<file path="config.mk">
export PLATFORM = sky130hd
export DESIGN_NAME = spi_target
export DESIGN_NICKNAME = d
export VERILOG_FILES = /design/src/rtl/spi_pkg.sv /design/src/rtl/spi_sync_edge.sv /design/src/rtl/spi_target.sv
export SDC_FILE = /design/constraint.sdc
export NUM_CORES = 1
export LEC_CHECK = 0
export BUFFER_PORTS_ARGS = -buffer_cell sky130_fd_sc_hd__buf_2
export CORE_ASPECT_RATIO = 1.1
export CORE_UTILIZATION = 35
export DETAILED_ROUTE_END_ITERATION = 6
export GPL_TIMING_DRIVEN = 0
export SLEW_MARGIN = 20
export SYNTH_ARGS = -nofsm -noshare
export SYNTH_HDL_FRONTEND = slang
export SYNTH_HIERARCHICAL = 1
export SYNTH_SLANG_ARGS = --single-unit
</file>
<file path="constraint.sdc">
create_clock -name clk -period 3.5 [get_ports clk]
set_input_delay 0.175 -clock clk [delete_from_list [all_inputs] [get_ports clk]]
set_output_delay 0.175 -clock clk [all_outputs]
set_load 0.01 [all_outputs]
</file>
<file path="src/rtl/spi_pkg.sv">
// Shared SPI definitions: word sizes, frame state, and the byte-rotating
// shift used by both ends of the link so that byte0 travels first.
package spi_pkg;

    localparam int NARROW_BITS = 8;
    localparam int WIDE_BITS   = 32;

    typedef enum logic {IDLE, ACTIVE} state_t;

    // Wide words behave as one 32-bit shift register ordered
    // [24..31],[16..23],[8..15],[0..7]: new bits enter at 24, exit from 7.
    function automatic logic [31:0] rot_shift(input logic [31:0] v,
                                              input logic        in,
                                              input logic        wide);
        if (wide)
            return {v[30:24], in, v[22:16], v[31], v[14:8], v[23], v[6:0], v[15]};
        else
            return {24'h0, v[6:0], in};
    endfunction

endpackage

</file>
<file path="src/rtl/spi_sync_edge.sv">
// Multi-stage synchronizer for one asynchronous pin with registered-level
// edge detection on the last stage.
module spi_sync_edge #(
    parameter int SYNC_STAGES = 2
) (
    input  logic clk,
    input  logic rst,
    input  logic d_i,
    output logic level_o,
    output logic rise_o,
    output logic fall_o
);

    logic [SYNC_STAGES-1:0] sync_q;
    logic                   prev_q;

    // Reset to 1 so idle-high SPI lines produce no edge on reset release.
    always_ff @(posedge clk or posedge rst) begin
        if (rst) begin
            sync_q <= '1;
            prev_q <= 1'b1;
        end else begin
            sync_q <= {sync_q[SYNC_STAGES-2:0], d_i};
            prev_q <= sync_q[SYNC_STAGES-1];
        end
    end

    assign level_o = sync_q[SYNC_STAGES-1];
    assign rise_o  = sync_q[SYNC_STAGES-1] & ~prev_q;
    assign fall_o  = ~sync_q[SYNC_STAGES-1] & prev_q;

endmodule

</file>
<file path="src/rtl/spi_target.sv">
// SPI target endpoint: SCLK idles high, data changes on falling SCLK and is
// sampled on rising SCLK; 8- or 32-bit words, back-to-back within one nSS.
module spi_target
    import spi_pkg::*;
#(
    parameter int SYNC_STAGES = 2
) (
    input  logic        clk,
    input  logic        rst,
    input  logic        wide,
    input  logic        SCLK,
    input  logic        MOSI,
    input  logic        nSS,
    output logic        MISO,
    output logic        MISO_oe,
    input  logic [31:0] dataTx,
    output logic        txTaken,
    output logic [31:0] dataRx,
    output logic        rxValid,
    output logic        abort
);

    logic sclk_rise, sclk_fall, nss_rise, nss_fall, mosi_s;
    logic unused_sclk_lvl, unused_nss_lvl, unused_mosi_rise, unused_mosi_fall;

    spi_sync_edge #(.SYNC_STAGES(SYNC_STAGES)) u_sync_sclk (
        .clk(clk), .rst(rst), .d_i(SCLK),
        .level_o(unused_sclk_lvl), .rise_o(sclk_rise), .fall_o(sclk_fall)
    );

    spi_sync_edge #(.SYNC_STAGES(SYNC_STAGES)) u_sync_nss (
        .clk(clk), .rst(rst), .d_i(nSS),
        .level_o(unused_nss_lvl), .rise_o(nss_rise), .fall_o(nss_fall)
    );

    spi_sync_edge #(.SYNC_STAGES(SYNC_STAGES)) u_sync_mosi (
        .clk(clk), .rst(rst), .d_i(MOSI),
        .level_o(mosi_s), .rise_o(unused_mosi_rise), .fall_o(unused_mosi_fall)
    );

    state_t      state_q;
    logic        wide_q, newword_q, seen_rise_q, oe_q;
    logic        rxvalid_q, txtaken_q, abort_q;
    logic [4:0]  bitcnt_q;
    logic [4:0]  last_bit;
    logic [31:0] rxsh_q, txsh_q, datarx_q;
    logic [31:0] rxsh_d, txsh_d;

    assign last_bit = wide_q ? 5'(WIDE_BITS - 1) : 5'(NARROW_BITS - 1);
    assign rxsh_d   = rot_shift(rxsh_q, mosi_s, wide_q);
    assign txsh_d   = rot_shift(txsh_q, 1'b1, wide_q);

    always_ff @(posedge clk or posedge rst) begin
        if (rst) begin
            state_q     <= IDLE;
            wide_q      <= 1'b0;
            newword_q   <= 1'b0;
            seen_rise_q <= 1'b0;
            oe_q        <= 1'b0;
            rxvalid_q   <= 1'b0;
            txtaken_q   <= 1'b0;
            abort_q     <= 1'b0;
            bitcnt_q    <= '0;
            rxsh_q      <= '0;
            txsh_q      <= '1;
            datarx_q    <= '0;
        end else begin
            rxvalid_q <= 1'b0;
            txtaken_q <= 1'b0;
            abort_q   <= 1'b0;
            case (state_q)
                IDLE: begin
                    if (nss_fall) begin
                        state_q     <= ACTIVE;
                        wide_q      <= wide;
                        txsh_q      <= dataTx;
                        txtaken_q   <= 1'b1;
                        oe_q        <= 1'b1;
                        bitcnt_q    <= '0;
                        newword_q   <= 1'b0;
                        seen_rise_q <= 1'b0;
                        rxsh_q      <= '0;
                    end
                end
                ACTIVE: begin
                    // nSS release takes priority over any coincident SCLK edge.
                    if (nss_rise) begin
                        state_q  <= IDLE;
                        oe_q     <= 1'b0;
                        txsh_q   <= '1;
                        abort_q  <= (bitcnt_q != 5'd0);
                        bitcnt_q <= '0;
                    end else if (sclk_rise) begin
                        seen_rise_q <= 1'b1;
                        rxsh_q      <= rxsh_d;
                        if (bitcnt_q == last_bit) begin
                            datarx_q  <= rxsh_d;
                            rxvalid_q <= 1'b1;
                            bitcnt_q  <= '0;
                            newword_q <= 1'b1;
                        end else begin
                            bitcnt_q <= bitcnt_q + 5'd1;
                        end
                    end else if (sclk_fall && seen_rise_q) begin
                        if (newword_q) begin
                            txsh_q    <= dataTx;
                            txtaken_q <= 1'b1;
                            newword_q <= 1'b0;
                        end else begin
                            txsh_q <= txsh_d;
                        end
                    end
                end
                default: state_q <= IDLE;
            endcase
        end
    end

    assign MISO    = txsh_q[7];
    assign MISO_oe = oe_q;
    assign dataRx  = datarx_q;
    assign rxValid = rxvalid_q;
    assign txTaken = txtaken_q;
    assign abort   = abort_q;

endmodule
</file>
After elaboration in Yosys (flattened, before gate mapping)
Index checks and enable logic that the tools add are counted.

word-level totals
  register bits after elaboration = 117
  bits in latches = 0
  RAM bits = 0
  bits in read-only memories = 0
  input port bits = 38
  output and inout bits = 37
  word-level logic and storage cells = 91
  memories = 0

cells by class
  add/subtract/negate cells = 1
  $mul = 0
  div/mod/pow operators = 0
  $lt $le $gt $ge = 0
  equal/unequal tests = 10
  shift operators = 0
  multiplexer cells = 44
  bitwise logic cells = 10
  reduce and logical (&&, ||, !) cells = 9

operator list
  kind                                                              count
  32-bit 2-to-1 mux                                                 10
  32-bit one-hot mux with 2 select lines                            2
  5-bit 2-to-1 mux                                                  5
  1-bit 2-to-1 mux                                                  21
  1-bit one-hot mux with 2 select lines                             5
  5-bit one-hot mux with 2 select lines                             1
  3-bit by 2-bit != test with 1-bit output (second input constant)  3
  2-bit != test (second input constant)                             4
  4-bit AND reduction                                               2
  3-bit != test (second input constant)                             2
  1-bit inverter                                                    6
  2-bit AND reduction                                               3
  3-bit AND reduction                                               2
  5-bit by 1-bit adder with 5-bit output (second input constant)    1
  5-bit equality test                                               1
  5-bit nonzero test                                                1
  1-bit AND                                                         4
  1-bit logical AND                                                 1

Logic depth before layout (Yosys ltp)
  depth after elaboration = 7
  mapped depth = 8
  gate-level depth less buffers = 5

Cells and area by module
Netlist, hierarchy kept.

by module, submodules not included
  module         instances  cells an instance  area an instance (um^2)  seq. area each (um^2)
  spi_target     1          456                4753.3                   2742.6
  spi_sync_edge  3          6                  97.6                     78.8

Worst setup path after synthesis
Ideal clock, no wire load.

  path kind = reg-to-reg
  start point = register u_sync_sclk.sync_q[1]
  end point = register datarx_q[1], in the netlist dataRx[1]
  setup time = 125 ps
  arrival time = 1672 ps
  required time = 3375 ps
  slack = 1703 ps
  cell stages (with the launch flop) = 7
  buffers on the path = 2
  clock period less this slack = 1797 ps
  cells stage by stage = dfstp_2 -> nor2b_1 -> and3b_1 -> buf_6 -> o2111ai_4 -> buf_6 -> mux2_4

between the ends
  word-level cells in the longest chain between the ends = 2

RTL lines
  what                                  RTL line             text
  from (decl)                           spi_sync_edge.sv:14  logic [SYNC_STAGES-1:0] sync_q;
  from (signal assigned)                spi_sync_edge.sv:23  sync_q <= {sync_q[SYNC_STAGES-2:0], d_i};
  1-bit AND                             spi_sync_edge.sv:29  assign rise_o = sync_q[SYNC_STAGES-1] & ~prev_q;
  net sclk_rise                         spi_target.sv:23     logic sclk_rise, sclk_fall, nss_rise, nss_fall, mosi_s;
  4-bit AND reduction (no source line)  --
  to (signal assigned)                  spi_target.sv:97     datarx_q <= rxsh_d;
  to (decl)                             spi_target.sv:46     logic [31:0] rxsh_q, txsh_q, datarx_q;

The timed path passes the listed nets, and every way through them passes these cells.
A chain may end at the register's enable or synchronous reset.

Worst setup path after layout
  start point = register u_sync_sclk.sync_q[1]
  end point = register txsh_q[22]

between the ends
  elaborated cells between the ends (all ways) = 7
  classes of those cells = eq/ne (2); bitwise (3); reduce/logical (2)

RTL lines
  what                                  RTL line             text
  1-bit AND                             spi_sync_edge.sv:29
  net sclk_rise                         spi_target.sv:23
  3-bit != test (no source line)        --
  3-bit AND reduction (no source line)  --
  to (signal assigned)                  spi_target.sv:76     txsh_q <= dataTx;
  to (signal assigned)                  spi_target.sv:106    txsh_q <= dataTx;
  to (signal assigned)                  spi_target.sv:110    txsh_q <= txsh_d;
  to (decl)                             spi_target.sv:46

The timed path passes the listed nets, and every way through them passes these cells.

==> results.cfg <==
[outcome]
status = complete, no violations

[global_routing]
grt_use_total_pct = 17.2
antenna_found_initial = 0
grt_pass1_vias = 3886
grt_overflow_total = 0
grt_pass1_wl_um = 19600
grt_max_degree = 75

[timing]
drv_slew = 0
worst_slew_pin_slew_ns = 0.533
timing.fmax_mhz = 461
whs_ns = 0.0374
hold_viol = 0
clock_skew_ns = 0.0193
rsz0062_at_grt = no
finalSetupViolCount = 0
fin_crit_sh_pct = 62.0
setup_slack_ns = 1.33
relSlewSlack_pct = 64.5
period_minus_slack_ns = 2.17

[detailed_routing]
drc_errors = 0
drt_first_pass_iters = 4
viasPerCell = 5.01
drt-total-wl_um = 11700
drtAntennaViolNets = 0
drt-wirelength-per-cell_um = 15.1
vias = 3860
drt_iter0_drc = 262

[cts]
cts_max_level = 4
cts-root-buf = clkbuf_16
cts_sinks = 116
clk_path_buf_depth = 2
clock_latency_ns = 0.42
clkTransAtPathRegs_ns = 0.05
cts_tree = yes
cts_resized = 0
cts_buffers = 17

[finish]
syn2layout_area_growth_pct = 25.4
nNetsFinal = 610
drive_above_1_share_pct = 30.9
final_util_pct = 45.1
num_antenna_cells = 0
final_cells = 771

[yosys]
synth_area_um2 = 5000
synth_nets = 511
ys_warn_count = 6
syn-instance-count = 471
syn_avg_cell_area_um2 = 10.6

[power]
power.internal_mw = 2.99
p_sw_share_pct = 26.8
power.density_nw_per_um2 = 650
p_switching_mw = 1.09
p_comb_share_pct = 15.0
clkPwrFrac_pct = 41.7
p_leak_nw = 2.87
pwr-share-seq_pct = 43.3
ir_drop_uv = 367

[setup_path]
cp.required_ns = 3.81
worst-path-stages = 6
cp-start-kind = flop
path_class = flop to flop
max_stage_delay_ns = 0.53
r2r_start = u_sync_sclk/sync_q[1]
crit_path_end_kind = flop
crit_buf_inv = 1
worstPathArrival_ns = 2.48
critPathSlowestCell = dfstp_2
rr_worst_depth = 6
path_cells = nor2b_1, and3b_1, o22ai_2, clkbuf_1, nand2_1, o31ai_1
cpLargestDelayFamily = simple AND/OR/NAND/NOR gates
path_max_fanout = 10
startpoint = u_sync_sclk/sync_q[1]

[floorplanning]
dieArea_um2 = 14800
core_region_area_um2 = 13900
die_h_um = 127
rows = 45
io_pins = 75
start_util_pct = 36.0
die_x_um = 116

[flow_run]
maxCapViolCount = 0

[place]
port_buffers = 74
dpl.hpwl_um = 7960
dpl_worst_slack_ns = 1.36
placed_cells = 734
place.gp.congestion = 0.778

[hold_path]
hold_path_depth = 3
min_from = dataTx[27]
hold_class = input port to flop
worst register-to-register path, cell delays in order, from the launching register on:
cell      delay, ns
dfstp_2        0.53
nor2b_1        0.34
and3b_1        0.27
o22ai_2        0.34
clkbuf_1       0.39
nand2_1        0.11
o31ai_1        0.09
metal layers:
layer | global-route usage [%] | wire length (um)
met3 | 5.36 | 534
met4 | 5.20 | 102
met2 | 26.5 | 5490
met1 | 23.1 | 5530
met5 | 0 | 0
cell type report:
class	count	area [um2]
tap	188	235
clock buffer	23	478
multi-input combinational	306	1810
buffer	41	213
inverter	8	35.0
sequential	116	2950
fill	1361	7630
clock inverter	9	104
timing repair buffer	80	448
what timing repair did:
action | 4_1_cts | 5_1_grt
setup buffers | 0 | 0
hold endpoints to repair | 39 | 0
hold buffers | 5 | 0
registers in the layout (all words and copies together) (netlist names):
name / count
u_sync_mosi/sync_q: 2
bitcnt_q: 5
u_sync_sclk/sync_q: 2
wide_q: 1
seen_rise_q: 1
u_sync_nss/prev_q: 1
rxValid: 1
dataRx: 32
rxsh_q: 31
state_q: 1
newword_q: 1
MISO_oe: 1
u_sync_sclk/prev_q: 1
txsh_q: 32
txTaken: 1
u_sync_nss/sync_q: 2
abort: 1
through the flow:
step           power, mW  setup TNS [ns]  area, um2
2_1_floorplan       2.20               0       5000
3_3_place_gp        2.37          -61.86       5610
5_1_grt             4.29               0       6270
3_5_place_dp        2.40               0       5640
4_1_cts             4.12               0       6270
6_report            4.08               0       6270
worst paths after layout:
kind / endpoint / slack [ns]
setup reg to reg: txsh_q[22] / 1.33
hold / removal: txsh_q[27] / 0.04
setup / recovery: txsh_q[22] / 1.33
hold reg to reg: u_sync_sclk/sync_q[1] / 0.35
max in group asynchronous: txsh_q[9] / 2.45
min in group asynchronous: txTaken / 0.33
power by group through the flow:
stage	Combinational [mW]	Clock (mW)	Sequential [mW]
detailed placement	0.615	0	1.78
global route	0.700	1.80	1.79
global placement	0.588	0	1.78
CTS	0.620	1.74	1.77
floorplan	0.448	0	1.75
finish	0.613	1.70	1.77
cell usage in the layout, fill, tap and decap left out, types with 3 or more instances in the layout:
master and instances:
a211oi_1 23, a21oi_1 26, a22o_1 26, and2_1 3, buf_1 4, buf_2 88
buf_6 5, clkbuf_1 20, clkbuf_16 17, clkbuf_8 3, clkinv_2 4, dfrtp_1 76
dfstp_2 40, dlygate4sd3_1 5, inv_1 7, mux2_4 7, nand2_1 108, nand2b_1 5
nor2_1 5, nor2b_1 4, o21ai_0 41, o22ai_1 9, o31ai_1 26
No activity file was read; power rests on OpenSTA's default activity.
